`src/rtl/text_mem_loader_if.sv`:
```
// Byte-stream input and text-memory write port of the boot loader.
// master = loader side, slave = stream source / memory side.
interface text_mem_loader_if #(
  parameter int DATA_WIDTH = 32,
  parameter int ADDR_WIDTH = 8
);
  logic                  in_valid;
  logic [7:0]            in_data;
  logic                  in_ready;
  logic                  wr_en;
  logic [ADDR_WIDTH-1:0] wr_addr;
  logic [DATA_WIDTH-1:0] wr_data;

  modport master (
    input  in_valid, in_data,
    output in_ready, wr_en, wr_addr, wr_data
  );

  modport slave (
    output in_valid, in_data,
    input  in_ready, wr_en, wr_addr, wr_data
  );
endinterface

```
`src/rtl/text_mem_loader.sv`:
```
// Boot-time text-memory writer: COUNT byte, N little-endian words, XOR CHECK byte.
// core_hold stays high until a frame loads with a good checksum.

// One byte lane of the word being assembled.
module text_mem_loader_lane (
  input  logic       clk,
  input  logic       rst_n,
  input  logic       ld,
  input  logic [7:0] d,
  output logic [7:0] q
);
  always_ff @(posedge clk) begin
    if (!rst_n)  q <= '0;
    else if (ld) q <= d;
  end
endmodule

module text_mem_loader #(
  parameter int DATA_WIDTH = 32,
  parameter int ADDR_WIDTH = 8
) (
  input  logic                clk,
  input  logic                rst_n,
  input  logic                start,
  text_mem_loader_if.master   bus,
  output logic                core_hold,
  output logic                done,
  output logic                err
);
  localparam int         BPW   = DATA_WIDTH / 8;
  localparam int         BIW   = (BPW > 1) ? $clog2(BPW) : 1;
  localparam logic [8:0] LIMIT = 9'(1 << ADDR_WIDTH);

  typedef enum logic [2:0] {
    IDLE, S_COUNT, S_DATA, S_CHECK, DONE, ERR
  } state_t;

  state_t state_q, state_d;

  logic [7:0]     n_q;
  logic [7:0]     xor_q;
  logic [BIW-1:0] bidx_q;
  logic [8:0]     widx_q;

  logic take_count, take_data, take_check;
  logic last_byte, last_word;

  logic [BPW-1:0][7:0] lane_q;
  logic [BPW-1:0][7:0] word_nxt;

  assign last_byte = (bidx_q == BIW'(BPW - 1));
  assign last_word = ((widx_q + 9'd1) == {1'b0, n_q});

  // Lanes below the current byte already hold their data; the current
  // lane is taken straight from the bus so the word is complete on the
  // same edge its final byte arrives.
  for (genvar i = 0; i < BPW; i++) begin : g_lane
    text_mem_loader_lane u_lane (
      .clk   (clk),
      .rst_n (rst_n),
      .ld    (take_data && (bidx_q == BIW'(i))),
      .d     (bus.in_data),
      .q     (lane_q[i])
    );
    assign word_nxt[i] = (bidx_q == BIW'(i)) ? bus.in_data : lane_q[i];
  end

  always_ff @(posedge clk) begin
    if (!rst_n) state_q <= IDLE;
    else        state_q <= state_d;
  end

  always_comb begin
    state_d      = state_q;
    bus.in_ready = 1'b0;
    take_count   = 1'b0;
    take_data    = 1'b0;
    take_check   = 1'b0;
    done         = 1'b0;
    err          = 1'b0;
    core_hold    = 1'b1;
    case (state_q)
      IDLE: if (start) state_d = S_COUNT;
      S_COUNT: begin
        bus.in_ready = 1'b1;
        take_count   = bus.in_valid;
        if (bus.in_valid) begin
          if ({1'b0, bus.in_data} > LIMIT) state_d = ERR;
          else if (bus.in_data == 8'd0)    state_d = S_CHECK;
          else                             state_d = S_DATA;
        end
      end
      S_DATA: begin
        bus.in_ready = 1'b1;
        take_data    = bus.in_valid;
        if (bus.in_valid && last_byte && last_word) state_d = S_CHECK;
      end
      S_CHECK: begin
        bus.in_ready = 1'b1;
        take_check   = bus.in_valid;
        if (bus.in_valid) state_d = (bus.in_data == xor_q) ? DONE : ERR;
      end
      DONE: begin
        done      = 1'b1;
        core_hold = 1'b0;
        if (start) state_d = S_COUNT;
      end
      ERR: begin
        err = 1'b1;
        if (start) state_d = S_COUNT;
      end
      default: state_d = IDLE;
    endcase
  end

  // Word counter is one bit wider than the address so N == 2**ADDR_WIDTH
  // can be compared without wrapping.
  always_ff @(posedge clk) begin
    if (!rst_n) begin
      n_q         <= '0;
      xor_q       <= '0;
      bidx_q      <= '0;
      widx_q      <= '0;
      bus.wr_en   <= 1'b0;
      bus.wr_addr <= '0;
      bus.wr_data <= '0;
    end else begin
      bus.wr_en <= 1'b0;
      if (take_count) begin
        n_q    <= bus.in_data;
        xor_q  <= bus.in_data;
        bidx_q <= '0;
        widx_q <= '0;
      end
      if (take_data) begin
        xor_q  <= xor_q ^ bus.in_data;
        bidx_q <= last_byte ? '0 : bidx_q + BIW'(1);
        if (last_byte) begin
          bus.wr_en   <= 1'b1;
          bus.wr_addr <= widx_q[ADDR_WIDTH-1:0];
          bus.wr_data <= word_nxt;
          widx_q      <= widx_q + 9'd1;
        end
      end
    end
  end

endmodule

```
`src/flat_wrapper.sv`:
```
// flat-port wrapper written by rule: the top's interface ports become plain ports
module text_mem_loader_flat 
#(
  parameter int DATA_WIDTH = 32,
  parameter int ADDR_WIDTH = 8
)
  (clk, rst_n, start, core_hold, done, err, bus_in_valid, bus_in_data, bus_in_ready, bus_wr_en, bus_wr_addr, bus_wr_data);
  text_mem_loader_if #(.DATA_WIDTH(DATA_WIDTH), .ADDR_WIDTH(ADDR_WIDTH)) bus_i ();
  input  logic clk;
  input  logic rst_n;
  input  logic start;
  output logic core_hold;
  output logic done;
  output logic err;
  input wire logic [$bits(bus_i.in_valid)-1:0] bus_in_valid;
  input wire logic [$bits(bus_i.in_data)-1:0] bus_in_data;
  output wire logic [$bits(bus_i.in_ready)-1:0] bus_in_ready;
  output wire logic [$bits(bus_i.wr_en)-1:0] bus_wr_en;
  output wire logic [$bits(bus_i.wr_addr)-1:0] bus_wr_addr;
  output wire logic [$bits(bus_i.wr_data)-1:0] bus_wr_data;
  assign bus_i.in_valid = bus_in_valid;
  assign bus_i.in_data = bus_in_data;
  assign bus_in_ready = bus_i.in_ready;
  assign bus_wr_en = bus_i.wr_en;
  assign bus_wr_addr = bus_i.wr_addr;
  assign bus_wr_data = bus_i.wr_data;
  text_mem_loader #(.DATA_WIDTH(DATA_WIDTH), .ADDR_WIDTH(ADDR_WIDTH)) u_core (.clk(clk), .rst_n(rst_n), .start(start), .bus(bus_i), .core_hold(core_hold), .done(done), .err(err));
endmodule
```
`config.mk`:
```
export PLATFORM = sky130hd
export DESIGN_NAME = text_mem_loader_flat
export DESIGN_NICKNAME = d
export VERILOG_FILES = /design/src/rtl/text_mem_loader_if.sv /design/src/rtl/text_mem_loader.sv /design/src/flat_wrapper.sv
export SDC_FILE = /design/constraint.sdc
export NUM_CORES = 1
export LEC_CHECK = 0
export ABC_CLOCK_PERIOD_IN_PS = 2400
export CORE_MARGIN = 4
export CORE_UTILIZATION = 55
export DETAILED_ROUTE_END_ITERATION = 6
export PLACE_DENSITY = 0.8
export RECOVER_POWER = 25
export SYNTH_ARGS = -nofsm -noshare
export SYNTH_HDL_FRONTEND = slang
export SYNTH_SLANG_ARGS = --single-unit
export TNS_END_PERCENT = 5
```
`constraint.sdc`:
```
create_clock -name clk -period 2.4 [get_ports clk]
set_input_delay 0.24 -clock clk [delete_from_list [all_inputs] [get_ports clk]]
set_output_delay 0.24 -clock clk [all_outputs]
set_load 0.02 [all_outputs]
```
==> flow_summary.ini, run 1 <==
[run_status]
status = complete, no violations

[clocking]
clk_path_buf_depth = 2
clkSlewWorstSetupHoldPaths_ps = 90
cts_tree = done
hold_buffers = 0
cts_resized = 0
clock-sinks = 95
numCtsBuffers = 9
clk_latency_ps = 360
cts_post_setup_buffers_inserted = 0
cts_root_buffer = clkbuf_8
htreeDepth = 3

[layout]
final_nets = 585
final_layout_size_suffix_gt1_share_pct = 7.853
syn_to_final_growth_pct = 18.41
diodes = 0
multiInputGateArea_um2 = 2404
finish.utilization_pct = 68.24
nFillCells = 629
regArea_um2 = 1902

[die]
dieArea_um2 = 9783
fp.dieH_um = 98.91
rows = 32
num_io_pins = 57
die-width_um = 98.91
initial_core_util_pct = 57.63
core_um2 = 7888

[timing]
max-slew-margin-rel_pct = 55.74
fin_tns_setup_ps = 0
fin_crit_ps = 2084
whs_ps = 366.0
timing.fmax_mhz = 479.9
fin_crit_sh_pct = 86.81
finClkSkew_ps = 8.204
finalHoldViolations = 0
setup_viol = 0
worst_slew_pin_slew_ps = 663.9
drv_slew = 0
rsz0062_at_grt = no

[critical_path]
cp-start-kind = register
worstPathRequired_ps = 2160
reg2reg_depth = 6
arrival_ps = 1840
path_class = register to output pin
critPathMaxFanout = 13
end_kind = output pin

[synth]
synthTopCellsByArea = dfxtp_1 (42%), a21boi_0 (10%), nand2_1 (9.5%)
syn-num-nets = 543
synth_warnings = 0
synth.most_common_cell = nand2_1
post_synth_num_cell_types = 48
synthArstFlopShare_pct = 0
synth.largest_area_cell = dfxtp_1
syn-cell-area_um2 = 4546
synth_top_cell_area_share_pct = 41.84
ys_ff_latch = 95
synth_flop_cell = dfxtp_1
synthTopCellsByCount = nand2_1 (115), dfxtp_1 (95), a21boi_0 (62)
syn_area_per_cell_um2 = 8.642
synth-edff-count = 0
syn_inst = 526
ys_seq_area_share_pct = 41.84

[place]
hpwl_mm = 7.073
place.gp.congestion = 0.8545
portBuffers = 56

[detailed_routing]
antenna_left = 0
first_pass_iters = 4
dr_total_vias = 3885
drc = 0
via_per_inst = 5.756
routedWlPerCell_um = 15.54
first_iter_violations = 157
drt_wl_total_mm = 10.49

[global_routing]
grt_overflow = 0
grt_antenna_before_repair = 0
grt_pass1_wl_mm = 17.48
grt_max_degree = 56
first_global_vias = 3700
track_usage_pct = 21.47

[power]
vdd.ir_drop.worst_mv = 0.3477
powerDensity_nw_per_um2 = 573.2
leakagePower_nw = 2.256
power_mw = 3.086

[hold_path]
worstHoldPathType = input pin to register
min_path_cells = 5

[job]
maxCapViolations = 0
-- sequential cells by signal, summed over array words and instances, names as in the netlist --
signal,cells
u_core.bus.wr_en,1
u_core.bus.wr_data,32
u_core.xor_q,8
u_core.bidx_q,2
u_core.state_q,3
u_core.bus.wr_addr,8
u_core.widx_q,9
u_core.g_lane.u_lane.q,24
u_core.n_q,8
-- area by class of cell --
type,instances,area share [%]
Clock buffer,10,2.557
Clock inverter,6,1.255
Inverter,5,0.3487
Multi-Input combinational cell,380,44.65
Sequential cell,95,35.33
Tap cell,102,2.371
Timing Repair Buffer,77,13.48
-- cell families (layout without fill, tap and decap cells) --
group	count (synthesis)	in the layout	synth area share, %
and+or+nand+nor	205	205	20.92
AOI/OAI and AO/OA	127	127	21.55
DFF	95	95	41.84
buffers and inverters	51	98	5.313
muxes	26	26	5.725
xor gates and xnor gates	17	17	3.275
adders and majority gates	5	5	1.376
-- stage by stage --
| stage | cell area, um^2 | std cells | setup WS [ps] |
|---|---|---|---|
| finish | 5383 | 675 | 316.4 |
| global route | 5383 | 675 | 219.9 |
| CTS | 5383 | 675 | 311.4 |
| detailed placement | 5177 | 659 | 233.2 |
| global placement | 5177 | 659 | 315.4 |
| floorplan | 4546 | 526 | 690.3 |
-- layout by cell type (no fill, tap or decap), types with 10 or more instances in the layout --
master	Yosys	routed
dlygate4sd3_1	0	32
nand2_1	115	115
mux2i_1	26	26
xor2_1	11	11
o211a_1	25	25
dfxtp_1	95	95
a21boi_0	62	62
clkbuf_8	0	10
buf_4	4	20
nand3_1	30	30
nor2_1	18	18
clkdlybuf4s50_1	0	23
-- worst max-delay path: stages (launching register included) --
cell and delay (ps):
dfxtp_1 580, nand2_1 170, nor2_1 120, clkdlybuf4s50_1 610
-- final timing paths --
path,start,end,slack (ps)
setup reg to reg,u_core.widx_q[1],u_core.state_q[0],410
hold / removal,rst_n,u_core.state_q[0],370
hold reg to reg,u_core.bus.wr_addr[4],u_core.bus.wr_addr[4],460
setup / recovery,u_core.state_q[2],err,320
-- per-layer routing --
| layer | track usage, % | share of wire, % |
|---|---|---|
| met5 | 0 | 0 |
| met4 | 8.193 | 1.4 |
| met3 | 4.176 | 3.6 |
| met2 | 36.62 | 51 |
| met1 | 26.71 | 44 |
-- report_power, final --
group | switching, mW | internal (mW) | total, mW | leakage, nW
clock network | 0.574 | 0.514 | 1.09 | 0.0989
logic | 0.200 | 0.143 | 0.343 | 1.39
registers | 0.0410 | 1.61 | 1.65 | 0.766
total | 0.815 | 2.27 | 3.09 | 2.26
Note: power is estimated with default switching activity, not from simulation.
==> run 2: changes to the inputs <==
--- a/config.mk
+++ b/config.mk
@@ -8,8 +8,9 @@
 export ABC_CLOCK_PERIOD_IN_PS = 2400
 export CORE_MARGIN = 4
 export CORE_UTILIZATION = 55
+export CTS_BUF_LIST = sky130_fd_sc_hd__clkbuf_8
 export DETAILED_ROUTE_END_ITERATION = 6
-export PLACE_DENSITY = 0.8
+export PLACE_DENSITY = 0.83
 export RECOVER_POWER = 25
 export SYNTH_ARGS = -nofsm -noshare
 export SYNTH_HDL_FRONTEND = slang
==> flow_summary.ini, run 2 (same netlist as run 1, synthesis figures left out) <==
[timing]
setup_viol = 0
fin_crit_ps = 2085
timing.fmax_mhz = 479.7
fin_tns_setup_ps = 0
drv_slew = 0
finClkSkew_ps = 9.510
finalHoldViolations = 0
whs_ps = 390.4
rsz0062_at_grt = no
worst_slew_pin_slew_ps = 673.1
fin_crit_sh_pct = 86.86
max-slew-margin-rel_pct = 55.13

[detailed_routing]
via_per_inst = 5.665
first_pass_iters = 4
antenna_left = 0
first_iter_violations = 231
dr_total_vias = 3818
drc = 0
drt_wl_total_mm = 10.46
routedWlPerCell_um = 15.52

[die]
initial_core_util_pct = 57.63
die-width_um = 98.91
dieArea_um2 = 9783
num_io_pins = 57
rows = 32
core_um2 = 7888
fp.dieH_um = 98.91

[layout]
syn_to_final_growth_pct = 18.14
layout_common_cells = nand2_1 (115), dfxtp_1 (95), a21boi_0 (62), dlygate4sd3_1 (32), nand3_1 (30)
top_register = u_core.bus.wr_data
final_nets = 584
final_layout_size_suffix_gt1_share_pct = 7.692
nFillCells = 605
final_common_cell = nand2_1
largest_register_ffs = 32
diodes = 0
top_regs = u_core.bus.wr_data: 32 flops, u_core.g_lane.u_lane.q: 24 flops, u_core.widx_q: 9 flops

[run_status]
status = complete, no violations

[job]
maxCapViolations = 0

[global_routing]
grt_overflow = 0
grt_pass1_wl_mm = 17.61
track_usage_pct = 21.95
grt_max_degree = 63
grt_antenna_before_repair = 0
first_global_vias = 3686

[clocking]
clk_path_buf_depth = 2
clock-sinks = 95
numCtsBuffers = 9
hold_buffers = 0
htreeDepth = 3
cts_root_buffer = clkbuf_8
clk_latency_ps = 360
cts_resized = 0
clkSlewWorstSetupHoldPaths_ps = 90
cts_post_setup_buffers_inserted = 0
cts_tree = done

[critical_path]
critPathMaxFanout = 13
rrSetupSlack_ps = 330
path_class = register to output pin
end_kind = output pin
worstPathRequired_ps = 2160
arrival_ps = 1840
cp-start-kind = register

[hold_path]
worstHoldPathType = input pin to register

[power]
powerDensity_nw_per_um2 = 559.4
vdd.ir_drop.worst_mv = 0.3306
leakagePower_nw = 2.251
power_mw = 3.004

[place]
place.gp.congestion = 0.9162
portBuffers = 56
hpwl_mm = 7.219
==> run 2: where the power goes <==
group          total [mW]  leakage [nW]  switching (mW)  internal (mW)
logic               0.344          1.39           0.200          0.144
registers            1.66         0.766          0.0424           1.61
clock network        1.00        0.0963           0.563          0.441
total                3.00          2.25           0.806           2.20
==> run 2: through the flow <==
stage / instances / utilization (%) / instance area (um^2) / setup WS (ps)
6_report: 674 / 68.08 / 5370 / 315.4
3_5_place_dp: 658 / 65.70 / 5182 / 233.5
3_3_place_gp: 658 / 65.70 / 5182 / 342.5
4_1_cts: 674 / 68.12 / 5373 / 308.5
5_1_grt: 674 / 68.08 / 5370 / 175.6
2_1_floorplan: 526 / - / 4546 / 690.3
==> run 2: critical path, cell delays in order (launching register included) <==
cell and delay [ps]:
dfxtp_1 570, nand2_1 160, nor2_1 130, clkdlybuf4s50_1 620
==> run 2: layer usage <==
metal,up-vias,track usage [%],part of all wire [%]
li1,1916,-,-
met1,1810,26.97,44
met2,72,37.40,50
met3,20,5.449,3.6
met4,0,7.563,1.8
met5,-,0,0
==> run 2: area by class of cell <==
class / count / area, um^2 / area share, %
Multi-Input combinational cell: 380 / 2404 / 44.76
Sequential cell: 95 / 1902 / 35.41
Timing Repair Buffer: 76 / 728.2 / 13.56
Clock buffer: 11 / 151.4 / 2.819
Tap cell: 102 / 127.6 / 2.377
Clock inverter: 5 / 38.79 / 0.7223
Inverter: 5 / 18.77 / 0.3495
==> run 2: path summary, 6_finish.rpt <==
kind | from | endpoint | depth (start not counted)
max | u_core.state_q[2] | err | 3
min | rst_n | u_core.widx_q[4] | 2
max reg2reg | u_core.state_q[2] | u_core.g_lane[0].u_lane.q[1] | 5
min reg2reg | u_core.bus.wr_addr[7] | u_core.bus.wr_addr[7] | 2
==> run 3: changes to the inputs <==
--- a/config.mk
+++ b/config.mk
@@ -10,6 +10,7 @@
 export CORE_UTILIZATION = 55
 export CTS_BUF_LIST = sky130_fd_sc_hd__clkbuf_8
 export DETAILED_ROUTE_END_ITERATION = 6
+export HOLD_SLACK_MARGIN = 0.05
 export PLACE_DENSITY = 0.83
 export RECOVER_POWER = 25
 export SYNTH_ARGS = -nofsm -noshare
==> results of run 3 <==
Final layout, timing and power as in run 2 (identical DEF).
